==> src/rtl/team_02_wbm_pkg.sv <==
// team_02_wbm_pkg: shared state encoding and Wishbone widths for the team_02 master arbiter
package team_02_wbm_pkg;
  typedef enum logic [1:0] {IDLE, BUS, DONE} state_e;
  localparam int WB_AW = 32;
  localparam int WB_DW = 32;
  localparam int WB_SW = 4;
endpackage

==> src/rtl/team_02_wbm_arbiter_if.sv <==
// team_02_wbm_arbiter_if: Wishbone classic master/slave signal bundle
interface team_02_wbm_arbiter_if;
  import team_02_wbm_pkg::*;
  logic [WB_AW-1:0] ADR_O;
  logic [WB_DW-1:0] DAT_O;
  logic [WB_DW-1:0] DAT_I;
  logic [WB_SW-1:0] SEL_O;
  logic             WE_O;
  logic             STB_O;
  logic             CYC_O;
  logic             ACK_I;
  modport master (output ADR_O, DAT_O, SEL_O, WE_O, STB_O, CYC_O, input DAT_I, ACK_I);
  modport slave  (input ADR_O, DAT_O, SEL_O, WE_O, STB_O, CYC_O, output DAT_I, ACK_I);
endinterface

==> src/rtl/team_02_rr_pick.sv <==
// team_02_rr_pick: combinational round-robin picker searching upward from last_i+1
module team_02_rr_pick #(
  parameter  int N  = 2,
  localparam int IW = $clog2(N)
) (
  input  logic [N-1:0]  req_i,
  input  logic [IW-1:0] last_i,
  output logic [N-1:0]  gnt_o,
  output logic [IW-1:0] idx_o
);
  logic          found;
  logic [IW-1:0] k;
  always_comb begin
    found = 1'b0;
    idx_o = '0;
    k     = '0;
    for (int i = 1; i <= N; i++) begin
      k = IW'((int'(last_i) + i) % N);
      if (!found && req_i[k]) begin
        found = 1'b1;
        idx_o = k;
      end
    end
    gnt_o        = '0;
    gnt_o[idx_o] = found;
  end
endmodule

==> src/rtl/team_02_wbm_arbiter.sv <==
// team_02_wbm_arbiter: round-robin sequencer running one Wishbone classic single
// transfer per grant, with an ACK timeout that aborts unacknowledged cycles.
module team_02_wbm_arbiter
  import team_02_wbm_pkg::*;
#(
  parameter int NUM_REQ = 2,
  parameter int TIMEOUT = 255
) (
  input  logic                     clk_i,
  input  logic                     rst_i,
  input  logic [NUM_REQ-1:0]       req_i,
  input  logic [NUM_REQ-1:0]       we_i,
  input  logic [NUM_REQ*WB_AW-1:0] adr_i,
  input  logic [NUM_REQ*WB_DW-1:0] dat_i,
  input  logic [NUM_REQ*WB_SW-1:0] sel_i,
  output logic [NUM_REQ-1:0]       gnt_o,
  output logic [NUM_REQ-1:0]       done_o,
  output logic                     err_o,
  output logic [WB_DW-1:0]         rdata_o,
  team_02_wbm_arbiter_if.master    wb
);
  localparam int IW = $clog2(NUM_REQ);
  localparam int CW = $clog2(TIMEOUT + 1);
  state_e             state_q;
  logic [IW-1:0]      last_q, idx_q, pick_idx;
  logic [NUM_REQ-1:0] pick_gnt, gnt_q, done_q;
  logic [CW-1:0]      cnt_q;
  logic               err_q, we_q, cyc_q, expired;
  logic [WB_AW-1:0]   adr_q;
  logic [WB_DW-1:0]   dat_q, rdata_q;
  logic [WB_SW-1:0]   sel_q;
  team_02_rr_pick #(.N(NUM_REQ)) u_pick (
    .req_i  (req_i),
    .last_i (last_q),
    .gnt_o  (pick_gnt),
    .idx_o  (pick_idx)
  );
  // Counter holds the number of BUS cycles already spent; the TIMEOUT-th cycle aborts
  assign expired = cnt_q == CW'(TIMEOUT - 1);
  always_ff @(posedge clk_i or posedge rst_i) begin
    if (rst_i) begin
      state_q <= IDLE;
      last_q  <= IW'(NUM_REQ - 1);
      idx_q   <= '0;
      gnt_q   <= '0;
      done_q  <= '0;
      err_q   <= 1'b0;
      cnt_q   <= '0;
      we_q    <= 1'b0;
      cyc_q   <= 1'b0;
      adr_q   <= '0;
      dat_q   <= '0;
      sel_q   <= '0;
      rdata_q <= '0;
    end else begin
      case (state_q)
        IDLE: if (|req_i) begin
          gnt_q   <= pick_gnt;
          idx_q   <= pick_idx;
          adr_q   <= adr_i[WB_AW*pick_idx +: WB_AW];
          dat_q   <= dat_i[WB_DW*pick_idx +: WB_DW];
          sel_q   <= sel_i[WB_SW*pick_idx +: WB_SW];
          we_q    <= we_i[pick_idx];
          cyc_q   <= 1'b1;
          cnt_q   <= '0;
          state_q <= BUS;
        end
        BUS: if (wb.ACK_I || expired) begin
          if (wb.ACK_I && !we_q) rdata_q <= wb.DAT_I;
          cyc_q   <= 1'b0;
          we_q    <= 1'b0;
          done_q  <= gnt_q;
          err_q   <= !wb.ACK_I;
          state_q <= DONE;
        end else begin
          cnt_q <= cnt_q + 1'b1;
        end
        DONE: begin
          done_q  <= '0;
          err_q   <= 1'b0;
          gnt_q   <= '0;
          last_q  <= idx_q;
          state_q <= IDLE;
        end
        default: state_q <= IDLE;
      endcase
    end
  end
  assign gnt_o     = gnt_q;
  assign done_o    = done_q;
  assign err_o     = err_q;
  assign rdata_o   = rdata_q;
  assign wb.ADR_O  = adr_q;
  assign wb.DAT_O  = dat_q;
  assign wb.SEL_O  = sel_q;
  assign wb.WE_O   = we_q;
  assign wb.CYC_O  = cyc_q;
  assign wb.STB_O  = cyc_q;
endmodule

==> src/flat_wrapper.sv <==
// flat-port wrapper written by rule: the top's interface ports become plain ports
module team_02_wbm_arbiter_flat import team_02_wbm_pkg::*;
#(
  parameter int NUM_REQ = 2,
  parameter int TIMEOUT = 255
)
  (clk_i, rst_i, req_i, we_i, adr_i, dat_i, sel_i, gnt_o, done_o, err_o, rdata_o, wb_ADR_O, wb_DAT_O, wb_SEL_O, wb_WE_O, wb_STB_O, wb_CYC_O, wb_DAT_I, wb_ACK_I);
  team_02_wbm_arbiter_if wb_i ();
  input  logic clk_i;
  input  logic rst_i;
  input  logic [NUM_REQ-1:0] req_i;
  input  logic [NUM_REQ-1:0] we_i;
  input  logic [NUM_REQ*WB_AW-1:0] adr_i;
  input  logic [NUM_REQ*WB_DW-1:0] dat_i;
  input  logic [NUM_REQ*WB_SW-1:0] sel_i;
  output logic [NUM_REQ-1:0] gnt_o;
  output logic [NUM_REQ-1:0] done_o;
  output logic err_o;
  output logic [WB_DW-1:0] rdata_o;
  output wire logic [$bits(wb_i.ADR_O)-1:0] wb_ADR_O;
  output wire logic [$bits(wb_i.DAT_O)-1:0] wb_DAT_O;
  output wire logic [$bits(wb_i.SEL_O)-1:0] wb_SEL_O;
  output wire logic [$bits(wb_i.WE_O)-1:0] wb_WE_O;
  output wire logic [$bits(wb_i.STB_O)-1:0] wb_STB_O;
  output wire logic [$bits(wb_i.CYC_O)-1:0] wb_CYC_O;
  input wire logic [$bits(wb_i.DAT_I)-1:0] wb_DAT_I;
  input wire logic [$bits(wb_i.ACK_I)-1:0] wb_ACK_I;
  assign wb_ADR_O = wb_i.ADR_O;
  assign wb_DAT_O = wb_i.DAT_O;
  assign wb_SEL_O = wb_i.SEL_O;
  assign wb_WE_O = wb_i.WE_O;
  assign wb_STB_O = wb_i.STB_O;
  assign wb_CYC_O = wb_i.CYC_O;
  assign wb_i.DAT_I = wb_DAT_I;
  assign wb_i.ACK_I = wb_ACK_I;
  team_02_wbm_arbiter #(.NUM_REQ(NUM_REQ), .TIMEOUT(TIMEOUT)) u_core (.clk_i(clk_i), .rst_i(rst_i), .req_i(req_i), .we_i(we_i), .adr_i(adr_i), .dat_i(dat_i), .sel_i(sel_i), .gnt_o(gnt_o), .done_o(done_o), .err_o(err_o), .rdata_o(rdata_o), .wb(wb_i));
endmodule
==> config.mk <==
export PLATFORM = sky130hd
export DESIGN_NAME = team_02_wbm_arbiter_flat
export DESIGN_NICKNAME = d
export VERILOG_FILES = /design/src/rtl/team_02_wbm_pkg.sv /design/src/rtl/team_02_wbm_arbiter_if.sv /design/src/rtl/team_02_rr_pick.sv /design/src/rtl/team_02_wbm_arbiter.sv /design/src/flat_wrapper.sv
export SDC_FILE = /design/constraint.sdc
export NUM_CORES = 1
export LEC_CHECK = 0
export ABC_CLOCK_PERIOD_IN_PS = 3300
export BUFFER_PORTS_ARGS = -buffer_cell sky130_fd_sc_hd__buf_2
export CAP_MARGIN = 20
export CORE_MARGIN = 4
export CORE_UTILIZATION = 41
export CTS_CLUSTER_SIZE = 30
export DETAILED_ROUTE_END_ITERATION = 12
export PLACE_DENSITY = 0.77
export SLEW_MARGIN = 15
export SYNTH_ARGS = -nofsm -noshare
export SYNTH_HDL_FRONTEND = slang
export SYNTH_SLANG_ARGS = --single-unit
==> constraint.sdc <==
create_clock -name clk_i -period 3.3 [get_ports clk_i]
set_clock_uncertainty 0.1 [all_clocks]
set_input_delay 0.165 -clock clk_i [delete_from_list [all_inputs] [get_ports clk_i]]
set_output_delay 0.165 -clock clk_i [all_outputs]
set_load 0.01 [all_outputs]
==> impl_metrics.csv, run 1 <==
group,metric,value,unit
place,routabilityCongestion,0.806,
critical_path,cpPeakStageDelay,0.59,ns
detailed_routing,drtAntennaViolNets,0,
sta,period_needed,2.46,ns
detailed_routing,wl_per_cell,19.1,um
synth,synthCells,433,
sta,max_freq,0.406,GHz
sta,finalMaxSlewViolations,0,
status,violations,"negative hold slack",
synth,synth_area_per_cell,12.0,um2
synth,yosys_register_bits,119,
floorplanning,initial_utilization,42.7,%
critical_path,critPathCaptureType,"flip-flop",
sta,report.final.setup_viol,0,
status,status,"finished with violations",
cts,cts_root_buffer,"clkbuf_16",
cts,cts_made_buffers,17,
critical_path,start_kind,"flip-flop",
floorplanning,ioPinCount,283,
cells_and_area,drive_gt1_share,41.0,%
floorplanning,rows,40,
sta,rsz0062_at_grt,"false",
critical_path,cpMaxStageDelayCell,"dlygate4sd3_1",
worst_hold_path,hold_class,"in2reg",
floorplanning,dieArea,14600,um2
global_routing,grt_max_degree,76,
cts,worstSkewPairLatency,0.41,ns
cells_and_area,synthToLayoutAreaGrowth,74.9,%
critical_path,r2r_start,"u_core.state_q[0]",
detailed_routing,totalWireLength,20200,um
power,cellPowerDensity,874,nW/um2
cells_and_area,final_util,74.7,%
sta,holdWs,-0.00231,ns
sta,tns,0,ns
synth,syn-cell-area,5220,um2
sta,final-hold-violation-count,1,
cells_and_area,final_common_cell,"buf_2",
critical_path,worstSetupStartpoint,"u_core.state_q[0]",
detailed_routing,dr.pass1.iters,5,
critical_path,crit_chain,"nor2_2 -> o21ai_4 -> buf_4 -> a221o_1 -> dlygate4sd3_1",
detailed_routing,vias_per_cell,5.25,
cells_and_area,register_area,2980,um2
cells_and_area,fin_nets,1052,
run,maxCapViolCount,0,
detailed_routing,drt_first_iter_violations,513,
power,vdd_drop_max,481,uV
synth,synth_flop_cell,"dfrtp_1",
power,p_leak,4.60,nW
synth,yosysUniqueCellTypes,40,
cells_and_area,mostFrequentLayoutCells,"buf_2, dlygate4sd3_1, dfrtp_1",
sta,tightest_slew,0.958,ns
detailed_routing,route.detailed.drc,0,
synth,synth_nets,610,
critical_path,crit_type,"reg2reg",
floorplanning,core,12200,um2
global_routing,track_usage,28.1,%
place,io_buffers,282,
global_routing,grt_first_pass_wirelength,31900,um
critical_path,required,3.48,ns
critical_path,path_buf_inv,2,
synth,synth_edf_count,0,
cts,htreeDepth,4,
place,pre_cts_slack,1.09,ns
synth,yosys_warnings,0,
critical_path,worstPathArrival,2.65,ns
cells_and_area,n_fill_cell,785,
cells_and_area,multiInputGateArea,2060,um2
detailed_routing,vias,5562,
worst_hold_path,min-delay-start,"dat_i[47]",
synth,seq_area_frac_synth,57.1,%
cts,clkSlewWorstSetupHoldPaths,0.06,ns
synth,synth-async-reset-ratio,100,%
sta,fin_ws,0.837,ns
cts,cts_sinks,119,
global_routing,grt_overflow,0,
cts,cts_buffer_depth,2,
global_routing,grt_pass1_vias,6014,
floorplanning,die_height,121,um
global_routing,antenna_found_initial,2,
cts,cts_tree,"yes",
sta,slew_headroom,36.1,%
critical_path,critical-path-top-delay-family,"buffers and inverters",
floorplanning,die_w,121,um
cts,postCtsSetupBuffers,0,
place,hpwl,11300,um
sta,finalCritPeriodShare,74.6,%
critical_path,path_max_fanout,25,
## per-stage QoR
stage | cells | hold slack, ns | area, um2 | total power [W]
2_1_floorplan | 433 | 0.200 | 5220 | 0.00410
3_3_place_gp | 860 | 0.256 | 6770 | 0.00510
3_5_place_dp | 860 | 0.266 | 6770 | 0.00520
4_1_cts | 1055 | 0.000411 | 9090 | 0.00777
5_1_grt | 1058 | 0.00328 | 9120 | 0.00840
6_report | 1059 | -0.00231 | 9130 | 0.00797
## registers in the layout, indices dropped and copies added (netlist names)
| signal | count |
|---|---|
| u_core.gnt_o | 2 |
| u_core.rdata_o | 32 |
| u_core.err_o | 1 |
| u_core.wb.SEL_O | 4 |
| u_core.cnt_q | 8 |
| u_core.idx_q | 1 |
| u_core.wb.ADR_O | 32 |
| u_core.wb.CYC_O | 1 |
| u_core.done_o | 2 |
| u_core.state_q | 2 |
| u_core.last_q | 1 |
| u_core.wb.WE_O | 1 |
| u_core.wb.DAT_O | 32 |
## worst register-to-register path, cell delays in order, from the launching register on
cell and delay, ns:
dfrtp_1 0.52, nor2_2 0.23, o21ai_4 0.21, buf_4 0.30, a221o_1 0.39, dlygate4sd3_1 0.59
## where the power goes
group,switching (W),total (W),internal [W]
sequential,0.000461,0.00261,0.00215
combinational,0.00161,0.00322,0.00161
clock,0.000661,0.00214,0.00148
total,0.00273,0.00797,0.00525
## synth_stat cells (2+ instances only)
library cell | number | area [um2]
nand4_1 | 3 | 18.8
dfrtp_1 | 118 | 2950
o22ai_1 | 2 | 12.5
o21ai_0 | 44 | 220
mux2_2 | 29 | 327
and3_1 | 31 | 194
nand3_1 | 9 | 45.0
and2_1 | 2 | 12.5
o211ai_1 | 4 | 30.0
nor2_1 | 7 | 26.3
o31ai_1 | 3 | 22.5
buf_4 | 10 | 75.1
nand2_1 | 44 | 165
buf_2 | 6 | 30.0
or4_1 | 2 | 15.0
o21ai_2 | 2 | 17.5
ha_1 | 2 | 25.0
a22o_1 | 2 | 17.5
mux2i_1 | 40 | 400
nor2b_1 | 2 | 12.5
a221o_1 | 30 | 300
mux2_1 | 4 | 45.0
buf_6 | 2 | 22.5
inv_1 | 5 | 18.8
clkbuf_1 | 15 | 56.3
## worst paths after layout
path / to / slack, ns / depth (start not counted)
hold / removal: u_core.wb.DAT_O[15] / -0.002 / 3
setup / recovery: u_core.wb.ADR_O[21] / 0.84 / 5
max in group asynchronous: u_core.idx_q / 1.93 / 4
hold reg to reg: u_core.wb.DAT_O[0] / 0.38 / 2
setup reg to reg: u_core.wb.ADR_O[21] / 0.84 / 5
min in group asynchronous: u_core.wb.ADR_O[5] / 0.39 / 4
## cells by family after synthesis
| kind of cell | count (synthesis) | share of synthesized area, % |
|---|---|---|
| xor+xnor | 1 | 0.168 |
| compound gates | 92 | 12.6 |
| fa+ha+maj | 2 | 0.480 |
| mux | 73 | 14.8 |
| buf+inv | 38 | 3.89 |
| flops | 119 | 57.1 |
| simple gates | 108 | 11.0 |
## layer usage
metal	vias up	routed length (um)	GRT usage, %
met5	-	0	0
met4	0	714	12.0
met3	61	1620	8.47
met2	326	10600	50.9
met1	2701	7220	30.2
li1	2474	-	-
## repair_timing
action	in CTS	in global routing
endpoints found under the hold margin	144	0
hold buffers	163	0
gates resized for setup	0	0
## final cells by class
cell class	instances	share of cell area (%)
sequential	119	32.6
clock buffer	25	5.76
multi-input combinational	276	22.6
tap	168	2.30
timing repair buffer	456	34.6
antenna	3	0.0823
clock inverter	7	1.76
inverter	5	0.247
Power figures use the tool's default switching activity.
==> inputs of run 2 (changes only) <==
Settings changed: ABC_CLOCK_PERIOD_IN_PS 3300 to 2600, CORE_UTILIZATION 41 to 45, PLACE_DENSITY 0.77 to 0.81.
Clock period 3.3 ns to 2.6 ns, I/O delays scaled along.
==> run 2 against run 1 <==
Effect of this change:
- maximum frequency grew 11%
- die area shrank 8.3%
- register-to-register slack lost 0.45 ns
- the run now ends clean
- hold slack gained 0.047 ns
- critical path depth is the same
- cell count shrank 1.8%
- global-route usage grew 2.3 points
- combinational power grew 16%
- clock power grew 11%
- non-clock buffer count grew 3
- highest routed layer unchanged
- first-iteration DRC count shrank 16%
- sequential power grew 28%
==> impl_metrics.csv, run 2 (same netlist as run 1, synthesis figures left out) <==
group,metric,value,unit
status,status,"finished clean",
sta,final-hold-violation-count,0,
sta,tns,0,ns
place,io_buffers,282,
cts,cts_resized,0,
power,vdd_drop_max,706,uV
critical_path,path_max_fanout,72,
critical_path,required,2.75,ns
cts,cts_root_buffer,"clkbuf_16",
global_routing,grt_pass1_vias,5823,
cts,htreeDepth,4,
worst_hold_path,hold_class,"in2reg",
floorplanning,ioPinCount,283,
floorplanning,initial_utilization,45.9,%
critical_path,critPathCaptureType,"flip-flop",
power,cellPowerDensity,1040,nW/um2
detailed_routing,dr.pass1.iters,5,
global_routing,grt_util_met2,51.2,%
global_routing,grt_max_degree,120,
place,hpwl,11000,um
global_routing,grt_overflow,0,
cells_and_area,multiInputGateArea,2070,um2
global_routing,antenna_found_initial,4,
global_routing,grtUsageMet3,9.35,%
cells_and_area,n_fill_cell,592,
cells_and_area,mostFrequentLayoutCells,"buf_2, dlygate4sd3_1, dfrtp_1",
power,fin_total_pwr,0.00946,W
detailed_routing,vias_per_cell,5.41,
global_routing,track_usage,30.4,%
cts,clkSlewWorstSetupHoldPaths,0.06,ns
sta,rsz0062_at_grt,"false",
detailed_routing,totalWireLength,20500,um
critical_path,start_kind,"flip-flop",
sta,slew_headroom,51.4,%
run,maxCapViolCount,0,
detailed_routing,vias,5622,
detailed_routing,wl_per_cell,19.7,um
floorplanning,core,11400,um2
cells_and_area,fin_nets,1055,
floorplanning,die_height,116,um
sta,report.final.setup_viol,0,
power,p_leak,4.54,nW
cts,cts_buffer_depth,2,
floorplanning,rows,39,
detailed_routing,drtAntennaViolNets,0,
critical_path,worstPathArrival,2.37,ns
cells_and_area,drive_gt1_share,40.4,%
cts,cts_tree,"yes",
critical_path,crit_type,"reg2reg",
sta,finalCritPeriodShare,85.1,%
detailed_routing,route.detailed.drc,0,
sta,finalMaxSlewViolations,0,
detailed_routing,drt_first_iter_violations,432,
cts,worstSkewPairLatency,0.40,ns
cells_and_area,register_area,2980,um2
cts,cts_made_buffers,17,
cells_and_area,synthToLayoutAreaGrowth,73.5,%
cells_and_area,final_common_cell,"buf_2",
cts,cts_sinks,119,
global_routing,grtUsageMet1,35.1,%
sta,max_freq,0.452,GHz
cts,holdBufCountCts,171,
place,routabilityCongestion,0.849,
sta,period_needed,2.21,ns
floorplanning,dieArea,13400,um2
global_routing,grt.busiest_layer,"met2",
sta,tightest_slew,0.727,ns
cts,postCtsSetupBuffers,0,
global_routing,grt_first_pass_wirelength,31000,um
floorplanning,die_w,116,um
==> run 2: area by class of cell <==
cell class	count	share of cell area, %
timing repair buffer	459	35.3
clock buffer	17	4.70
tap	143	1.98
antenna	6	0.166
sequential	119	32.9
multi-input combinational	276	22.8
clock inverter	15	1.87
inverter	5	0.249
==> run 2: critical path, stage by stage, from the launching register on <==
cell and delay (ns):
dfstp_2 0.38, a21boi_4 0.21, buf_12 0.33, mux2i_1 0.26, dlygate4sd3_1 0.58, o21ai_0 0.09
==> run 2: stage by stage <==
| step | worst slack (ns) | utilization [%] | area [um2] | hold slack [ns] | cells |
|---|---|---|---|---|---|
| final | 0.388 | 79.6 | 9050 | 0.0443 | 1040 |
| after global routing | 0.302 | 79.6 | 9040 | 0.0556 | 1038 |
| after CTS | 0.251 | 79.4 | 9030 | 0.0241 | 1034 |
| after detailed placement | 0.260 | 59.1 | 6720 | 0.261 | 831 |
| after global placement | 0.398 | 59.1 | 6720 | 0.256 | 831 |
| after floorplan | 0.915 | - | 5220 | 0.165 | 433 |
==> run 2: final timing paths <==
path / startpoint / end / slack, ns / depth (start not counted)
hold / removal: req_i[1] / u_core.state_q[0] / 0.04 / 3
min in group asynchronous: rst_i / u_core.wb.ADR_O[13] / 0.38 / 4
setup / recovery: u_core.last_q / u_core.wb.DAT_O[7] / 0.39 / 5
hold reg to reg: u_core.wb.DAT_O[25] / u_core.wb.DAT_O[25] / 0.38 / 2
max in group asynchronous: rst_i / u_core.wb.DAT_O[25] / 1.56 / 4
setup reg to reg: u_core.last_q / u_core.wb.DAT_O[7] / 0.39 / 5
==> run 2: routing by layer <==
layer,wire (um),vias to the layer above
met1,7460,2701
met4,777,0
met5,0,-
met2,10300,370
met3,1980,63
li1,-,2488
==> run 2: power breakdown <==
| part | internal (W) | total (W) | switching [W] | leakage, nW |
|---|---|---|---|---|
| logic | 0.00175 | 0.00373 | 0.00199 | 2.80 |
| registers | 0.00273 | 0.00335 | 0.000619 | 1.46 |
| clock network | 0.00144 | 0.00237 | 0.000938 | 0.284 |
| total | 0.00591 | 0.00946 | 0.00354 | 4.54 |
